File: config.mk
export PLATFORM = sky130hd
export DESIGN_NAME = rvfi_retire_monitor
export DESIGN_NICKNAME = d
export VERILOG_FILES = /design/src/rtl/rvfi_retire_monitor.sv
export SDC_FILE = /design/constraint.sdc
export NUM_CORES = 2
export LEC_CHECK = 0
export ABC_AREA = 1
export CAP_MARGIN = 30
export CORE_ASPECT_RATIO = 1.1
export CORE_MARGIN = 1
export CORE_UTILIZATION = 30
export DETAILED_ROUTE_END_ITERATION = 10
export GPL_ROUTABILITY_DRIVEN = 0
export HOLD_SLACK_MARGIN = 0.03
export PLACE_DENSITY = 0.55
export SYNTH_ARGS = -nofsm -noshare
export SYNTH_HDL_FRONTEND = slang
export SYNTH_SLANG_ARGS = --single-unit
export TNS_END_PERCENT = 50
File: constraint.sdc
create_clock -name i_clk -period 7.5 [get_ports i_clk]
set_input_delay 1.5 -clock i_clk [delete_from_list [all_inputs] [get_ports i_clk]]
set_output_delay 1.5 -clock i_clk [all_outputs]
set_load 0.01 [all_outputs]
File: src/rtl/rvfi_retire_monitor.sv
// rvfi_retire_monitor: checks an RVFI retirement stream for self-consistency, latching the first violation
module rvfi_retire_monitor #(
   parameter int XLEN       = 32,
   parameter int C_EXT      = 0,
   parameter int CHECK_REGS = 1
) (
   input  logic            i_clk,
   input  logic            i_rst_n,
   input  logic            i_rvfi_valid,
   input  logic [63:0]     i_rvfi_order,
   input  logic [31:0]     i_rvfi_insn,
   input  logic            i_rvfi_trap,
   input  logic            i_rvfi_halt,
   input  logic            i_rvfi_intr,
   input  logic [4:0]      i_rvfi_rs1_addr,
   input  logic [4:0]      i_rvfi_rs2_addr,
   input  logic [XLEN-1:0] i_rvfi_rs1_rdata,
   input  logic [XLEN-1:0] i_rvfi_rs2_rdata,
   input  logic [4:0]      i_rvfi_rd_addr,
   input  logic [XLEN-1:0] i_rvfi_rd_wdata,
   input  logic [XLEN-1:0] i_rvfi_pc_rdata,
   input  logic [XLEN-1:0] i_rvfi_pc_wdata,
   output logic            o_err,
   output logic [2:0]      o_err_code,
   output logic [63:0]     o_err_order,
   output logic [31:0]     o_retired,
   output logic            o_halted
);
   logic            err_q, err_d, halted_q, halted_d, pc_known_q, pc_known_d;
   logic [2:0]      code_q, code_d;
   logic [63:0]     err_order_q, err_order_d, exp_order_q, exp_order_d;
   logic [31:0]     retired_q, retired_d;
   logic [XLEN-1:0] exp_pc_q, exp_pc_d;
   logic [31:1]     valid_q, valid_d;
   logic [XLEN-1:0] shadow_q [32];
   logic [31:0]     vld;
   logic            rs1_bad, rs2_bad, align_bad, chk, pass;
   logic [2:0]      code_c;
   logic            unused_insn;

   assign unused_insn = ^i_rvfi_insn;
   assign vld = {valid_q, 1'b0};

   // evaluate all checks against pre-update state, lowest code wins
   always_comb begin
      rs1_bad   = (CHECK_REGS != 0) && ((i_rvfi_rs1_addr == 5'd0) ? (i_rvfi_rs1_rdata != '0)
                  : (vld[i_rvfi_rs1_addr] && i_rvfi_rs1_rdata != shadow_q[i_rvfi_rs1_addr]));
      rs2_bad   = (CHECK_REGS != 0) && ((i_rvfi_rs2_addr == 5'd0) ? (i_rvfi_rs2_rdata != '0)
                  : (vld[i_rvfi_rs2_addr] && i_rvfi_rs2_rdata != shadow_q[i_rvfi_rs2_addr]));
      align_bad = !i_rvfi_trap && ((C_EXT != 0) ? i_rvfi_pc_wdata[0] : (i_rvfi_pc_wdata[1:0] != 2'b00));
      code_c    = (i_rvfi_order != exp_order_q)                              ? 3'd1 :
                  (pc_known_q && !i_rvfi_intr && i_rvfi_pc_rdata != exp_pc_q) ? 3'd2 :
                  (i_rvfi_rd_addr == 5'd0 && i_rvfi_rd_wdata != '0)            ? 3'd3 :
                  rs1_bad                                                    ? 3'd4 :
                  rs2_bad                                                    ? 3'd5 :
                  align_bad                                                  ? 3'd6 :
                  halted_q                                                   ? 3'd7 : 3'd0;
      chk  = i_rvfi_valid && !err_q;
      pass = chk && code_c == 3'd0;
   end

   // next-state: latch the first failure, otherwise advance the stream model on a passing retire
   always_comb begin
      err_d       = err_q;
      code_d      = code_q;
      err_order_d = err_order_q;
      retired_d   = retired_q;
      halted_d    = halted_q;
      exp_order_d = exp_order_q;
      exp_pc_d    = exp_pc_q;
      pc_known_d  = pc_known_q;
      valid_d     = valid_q;
      if (chk && !pass) begin
         err_d       = 1'b1;
         code_d      = code_c;
         err_order_d = i_rvfi_order;
      end else if (pass) begin
         exp_order_d = i_rvfi_order + 64'd1;
         exp_pc_d    = i_rvfi_pc_wdata;
         pc_known_d  = 1'b1;
         retired_d   = retired_q + 32'd1;
         halted_d    = halted_q | i_rvfi_halt;
         if (i_rvfi_rd_addr != 5'd0) valid_d[i_rvfi_rd_addr] = 1'b1;
      end
   end

   // monitor state register, cleared asynchronously
   always_ff @(posedge i_clk or negedge i_rst_n) begin
      if (!i_rst_n) begin
         err_q       <= 1'b0;
         code_q      <= 3'd0;
         err_order_q <= 64'd0;
         retired_q   <= 32'd0;
         halted_q    <= 1'b0;
         exp_order_q <= 64'd0;
         exp_pc_q    <= '0;
         pc_known_q  <= 1'b0;
         valid_q     <= '0;
      end else begin
         err_q       <= err_d;
         code_q      <= code_d;
         err_order_q <= err_order_d;
         retired_q   <= retired_d;
         halted_q    <= halted_d;
         exp_order_q <= exp_order_d;
         exp_pc_q    <= exp_pc_d;
         pc_known_q  <= pc_known_d;
         valid_q     <= valid_d;
      end
   end

   // shadow register data, qualified by valid_q so it needs no reset
   always_ff @(posedge i_clk) begin
      if (pass && i_rvfi_rd_addr != 5'd0) shadow_q[i_rvfi_rd_addr] <= i_rvfi_rd_wdata;
   end

   assign o_err       = err_q;
   assign o_err_code  = code_q;
   assign o_err_order = err_order_q;
   assign o_retired   = retired_q;
   assign o_halted    = halted_q;
endmodule

== After elaboration in Yosys (flattened, before gate mapping) ==
Memories as Yosys holds them, arrays and structs flattened.
Cells that the tools add are included.

* Bits in latches: 0
* Word-level logic and storage cells: 66
* Memories: 1
* Bits in read-only memories: 0
* Flip-flop bits (word level): 229
* Bits of input ports: 277
* Output and inout port bits: 101
* Bits in writable memories: 1024

* Shift-type cells: 0
* $mul: 0
* Bitwise gates (word level): 3
* Reductions and logical operators: 26
* $lt $le $gt $ge: 4
* Equality and inequality tests: 4
* Muxes and demuxes: 17
* Divide/modulo/power cells: 0
* Add/sub/neg operators: 2

{| class="wikitable"
|+ Memories
! memory !! words !! width !! read ports !! clocked after Yosys merged registers in !! write ports !! line !! source
|-
| shadow_q || 32 || 32 || 2 || 0 || 1 || 35 || <nowiki>logic [XLEN-1:0] shadow_q [32];</nowiki>
|}

{| class="wikitable"
|+ Operator list
! operator !! count
|-
| $ne A32 B32 Y1 || 3
|-
| $reduce_bool A32 Y1 || 3
|-
| $add A64 B1 Y64 const B || 1
|-
| $ne A64 B64 Y1 || 1
|-
| $add A32 B1 Y32 const B || 1
|-
| $or A31 B31 Y31 || 1
|-
| $mux W3 || 7
|-
| $lt A5 B6 Y1 const B || 3
|-
| $logic_not A5 Y1 || 3
|-
| $logic_and A1 B1 Y1 || 11
|-
| $bmux W1 S5 || 2
|-
| $mux W1 || 7
|-
| $demux W1 S5 || 1
|-
| $ge A5 B1 Y1 const B || 1
|-
| $reduce_bool A5 Y1 || 1
|-
| $logic_not A1 Y1 || 4
|-
| $logic_not A3 Y1 || 1
|-
| $reduce_and A3 Y1 || 1
|-
| $reduce_and A2 Y1 || 1
|-
| $reduce_bool A2 Y1 || 1
|-
| $not A1 Y1 || 1
|-
| $or A1 B1 Y1 || 1
|}

== Depth between registers and ports, before layout ==
* Word-level depth: 15
* Depth in mapped cells: 33
* Gate-level depth less buffers: 28

== Least setup slack after synthesis ==
Ideal clock, no wire load.

* Path kind: input to register
* From: in i_rvfi_rs1_addr[0]
* To: mem shadow_q[4][0], enable pin
* Stages: 29
* Slack: 1.069 ns
* Data required time: 7.039 ns
* Buffers on the path: 5
* Arrival: 5.970 ns
* Library setup time: 0.461 ns
* Path through: buf_2 -> inv_2 -> buf_4 -> buf_4 -> buf_2 -> nand2_1 -> nand3_1 -> nand3_1 -> nand2_1 -> nand2_1 -> nand3_1 -> nand2_1 -> nand2_1 -> nand2_1 -> nand3_1 -> nor2_1 -> nand2_1 -> nor2_1 -> nand2_1 -> nand2_1 -> nand2_1 -> nand2_1 -> nand2_1 -> nand2_1 -> nand2_1 -> nor2_1 -> nand2_1 -> clkbuf_1 -> nor3_1

* Word-level cells in the longest chain between the ends: 13
* Elaborated cells on any way between the ends: 16
* Those cells by class: eq/ne: 1; mux: 9; reduce/logical: 5; memory: 1

{| class="wikitable"
|+ RTL lines
! item !! line !! source
|-
| start, declared || 15 || <nowiki>input logic [4:0] i_rvfi_rs1_addr,</nowiki>
|-
| $mem_v2 Z32 W32 or $bmux W1 S5 (tied branches) || - ||
|-
| $ne A32 B32 Y1 or $mux W1 (tied branches) || 47 || <nowiki>: (vld[i_rvfi_rs1_addr] && i_rvfi_rs1_rdata != shadow_q[i_rvfi_rs1_addr]));</nowiki>
|-
| $logic_and A1 B1 Y1 || 47 ||
|-
| $mux W1 (*) || 46 || <nowiki>rs1_bad = (CHECK_REGS != 0) && ((i_rvfi_rs1_addr == 5'd0) ? (i_rvfi_rs1_rdata != '0)</nowiki>
|-
| $mux W3 (*) || 54 || <nowiki>rs1_bad ? 3'd4 :</nowiki>
|-
| $mux W3 (*) || 53 || <nowiki>(i_rvfi_rd_addr == 5'd0 && i_rvfi_rd_wdata != '0) ? 3'd3 :</nowiki>
|-
| $mux W3 (*) || 52 || <nowiki>(pc_known_q && !i_rvfi_intr && i_rvfi_pc_rdata != exp_pc_q) ? 3'd2 :</nowiki>
|-
| $mux W3 (*) || 51 || <nowiki>code_c = (i_rvfi_order != exp_order_q) ? 3'd1 :</nowiki>
|-
| $logic_not A3 Y1 (*) || 59 || <nowiki>pass = chk && code_c == 3'd0;</nowiki>
|-
| $logic_and A1 B1 Y1 (*) || 59 ||
|-
| $logic_and A1 B1 Y1 (*) || 114 || <nowiki>if (pass && i_rvfi_rd_addr != 5'd0) shadow_q[i_rvfi_rd_addr] <= i_rvfi_rd_wdata;</nowiki>
|-
| $mux W1 (*) || 114 ||
|-
| $mux W1 (not written as such) (*) || 114 ||
|-
| end, declared || 35 ||
|}

Mark *: on every way between the ends. The rest lies on a longest branch, timed or not. The select of a mux whose other input is x is not followed.

== Final worst setup path ==
* From: in i_rvfi_rs2_addr[1]
* To: mem shadow_q[4][29], enable pin

* Word-level cells in the longest chain between the ends: 14
* Elaborated cells on any way between the ends: 17
* Those cells by class: eq/ne: 1; mux: 10; reduce/logical: 5; memory: 1

{| class="wikitable"
|+ RTL lines
! item !! line !! source
|-
| start, declared || 16 || <nowiki>input logic [4:0] i_rvfi_rs2_addr,</nowiki>
|-
| $mem_v2 Z32 W32 or $bmux W1 S5 (tied branches) || - ||
|-
| $ne A32 B32 Y1 or $mux W1 (tied branches) || 49 || <nowiki>: (vld[i_rvfi_rs2_addr] && i_rvfi_rs2_rdata != shadow_q[i_rvfi_rs2_addr]));</nowiki>
|-
| $logic_and A1 B1 Y1 || 49 ||
|-
| $mux W1 (*) || 48 || <nowiki>rs2_bad = (CHECK_REGS != 0) && ((i_rvfi_rs2_addr == 5'd0) ? (i_rvfi_rs2_rdata != '0)</nowiki>
|-
| $mux W3 (*) || 55 || <nowiki>rs2_bad ? 3'd5 :</nowiki>
|-
| $mux W3 (*) || 54 ||
|-
| $mux W3 (*) || 53 ||
|-
| $mux W3 (*) || 52 ||
|-
| $mux W3 (*) || 51 ||
|-
| $logic_not A3 Y1 (*) || 59 ||
|-
| $logic_and A1 B1 Y1 (*) || 59 ||
|-
| $logic_and A1 B1 Y1 (*) || 114 ||
|-
| $mux W1 (*) || 114 ||
|-
| $mux W1 (not written as such) (*) || 114 ||
|}

Marked as above.

==> flow_metrics.tcl <==
set metrics [dict create \
    grt_first_pass_wirelength_um 382000 \
    syn-cell-area_mm2 0.0662 \
    post-cts-setup-buffer-count 0 \
    p_int_mw 12.2 \
    dp_hpwl_um 156000 \
    fin_hold_ws_ps 465 \
    p_sw_share_pct 26.5 \
    preCtsSetupSlack_ps 914 \
    die_h_um 495 \
    io_pins 378 \
    n_fill_cell 22120 \
    power_density_mw_per_mm2 211 \
    path_class "input port to flop" \
    antenna_found_initial 25 \
    vias_per_cell 5.33 \
    worst_ep_required_time_ps 7990 \
    placed_cells 10938 \
    grt_overflow 0 \
    synthCells 7961 \
    dpl_cell_area_mm2 0.0737 \
    slew_viol_final 0 \
    dr.pass1.iters 8 \
    switching_power_mw 4.38 \
    worstPathMaxFanout 72 \
    hold_viol 0 \
    h-tree-depth 4 \
    cts_tree "done" \
    cap_violations 0 \
    reg2reg_slack_ps 2820 \
    combPwrFrac_pct 11.0 \
    final_cells 11208 \
    fmax_ghz 0.170 \
    p_seq_share_pct 45.8 \
    cts_resized 0 \
    hold_buffers 0 \
    skew_ps 63.2 \
    ys_types 36 \
    grt_usage_pct 23.0 \
    synthArstFlopShare_pct 18.3 \
    routed_wl_um 264000 \
    max-vdd-ir-drop_mv 0.180 \
    clock_power_share_pct 43.2 \
    status "finished clean" \
    finalInstanceArea_mm2 0.0784 \
    chipWidth_um 450 \
    crit_arrival_ps 6390 \
    setup-tns-final_ps 0 \
    layout_min_cycle_time_ps 5900 \
    multiInputGateArea_mm2 0.0262 \
    finalNetCount 8453 \
    syn2layout_area_growth_pct 18.6 \
    grt_max_degree 135 \
    antenna_left 0 \
    grt_setup_unrepaired "false" \
    setup_viol 0 \
    hp-class "flop to flop" \
    io_buffers 345 \
    synthFlopType "edfxtp_1" \
    p_leak_nw 31.9 \
    synth_area_leader_cell "edfxtp_1" \
    start_util_pct 30.2 \
    vias 59718 \
    drc 0 \
    ys_warn_count 0 \
    yosys-top-cells-count "3016 x nand2_1, 1648 x nand3_1, 1024 x edfxtp_1" \
    postLayoutCoreUtil_pct 35.8 \
    rows 180 \
    die-area_mm2 0.222 \
    worst_pin_slew_ps 1140 \
    clkLatencyLatePin_ps 840 \
    cts_buffer_depth 3 \
    synth_top_area_share_pct 46.5 \
    clkTransAtPathRegs_ps 60 \
    slew_headroom_pct 23.5 \
    core-area_mm2 0.219 \
    synth_edf_count 1024 \
    startpoint_type "input port" \
    cts_buffers 144 \
    routedWlPerCell_um 23.5 \
    period_share_pct 78.6 \
    drive_gt1_share_pct 5.97 \
    p_total_mw 16.6 \
    synth_area_leaders "edfxtp_1 46%, nand2_1 17%, nand3_1 12%" \
    post-synth-top-count-cell "nand2_1" \
    grt_pass1_vias 57268 \
    synth_area_per_cell_um2 8.31 \
    drt-initial-drc-count 7190 \
    clockRootBuffer "clkbuf_16" \
    ys_ff_latch 1253 \
    ys_seq_area_share_pct 55.1 \
    seq_area_mm2 0.0365 \
    cts_sinks 1253 \
    critPathCaptureType "flop" \
    timing.final.ws_setup_ps 1600 \
]
[routing by layer]
metal	global-route usage (%)	part of all wire, %
met5	0	0.046
met4	12.3	5.4
met3	4.55	9.7
met2	37.2	46
met1	29.0	39
[power groups by stage]
stage | Clock (mW) | Sequential (mW) | Combinational [mW]
floorplan | 0 | 7.73 | 0.930
global placement | 0 | 7.72 | 1.78
detailed placement | 0 | 7.72 | 1.79
CTS | 7.25 | 7.58 | 1.79
global route | 7.49 | 7.58 | 1.96
finish | 7.16 | 7.58 | 1.83
[worst max-delay path, cell delays in order]
cell	delay [ps]
buf_8	170
inv_8	600
buf_4	280
nand3_1	90
nand3_1	100
nand2_1	80
nand2_1	60
nand3_1	110
nand2_1	100
nand2_1	50
nand2_1	50
nand2_1	50
nor2_1	500
nand2_1	130
nor2_1	290
nand2_1	270
nand2_1	230
nand2_1	100
nor2_1	90
nand2_1	70
nand2_1	100
nand2_1	80
nor2_4	150
buf_12	200
nand2_4	100
nor3_2	310
buf_12	290
[cell families (layout without fill, tap and decap cells)]
kind of cell | count (synthesis) | count (layout) | synth area share [%]
buffers and inverters | 885 | 1180 | 5.56
AO/OA/AOI/OAI | 369 | 369 | 3.16
AND/OR/NAND/NOR | 5275 | 5275 | 33.8
flip-flops | 1253 | 1253 | 55.1
other | 1 | 41 | 0.00567
XOR/XNOR | 176 | 176 | 2.33
adder cells (fa/ha/maj) | 2 | 2 | 0.0378
[flip-flops by register name, summed over array words and instances, names as in the netlist]
name         count
shadow_q      1024
exp_order_q     64
o_err_order     64
exp_pc_q        32
o_retired       32
valid_q         31
o_err_code       3
o_err            1
o_halted         1
pc_known_q       1
[placed cells by master (no fill, tap or decap), drive strengths merged]
cell / instances
edfxtp: 1024
nand3: 1648
nor3: 61
nand3b: 20
ha: 2
clkdlybuf4s50: 333
clkbuf: 180
o211ai: 78
nor4b: 1
nand2: 3016
o21ai: 199
or3: 1
o21bai: 2
or2: 9
nor2: 399
o41ai: 1
nor4: 45
dfrtp: 229
clkinv: 56
inv: 367
o31ai: 1
xor2: 65
xnor2: 111
o311ai: 3
nor3b: 3
a21oi: 78
diode: 9
buf: 229
clkinvlp: 4
nand4: 72
o221ai: 1
bufinv: 11
conb: 32
o2111ai: 6
[layout make-up]
type,count,share of cell area [%]
flip-flops and latches,1253,46.5
multi-input cells,5854,33.4
repair buffers,562,7.69
clock buffers,180,4.90
well taps,2912,4.64
inverters,359,1.77
clock inverters,79,1.08
diodes,9,0.0287
[path summary, 6_finish.rpt]
| path | start | cells after the start | end |
|---|---|---|---|
| max | i_rvfi_rs2_addr[1] | 27 | shadow_q[4][29] |
| min | valid_q[19] | 2 | valid_q[19] |
| max reg2reg | shadow_q[0][22] | 25 | shadow_q[4][29] |
| min reg2reg | valid_q[19] | 2 | valid_q[19] |
| max in group asynchronous | i_rst_n | 3 | exp_order_q[56] |
| min in group asynchronous | i_rst_n | 1 | o_err_order[25] |
Power figures use the tool's default switching activity.
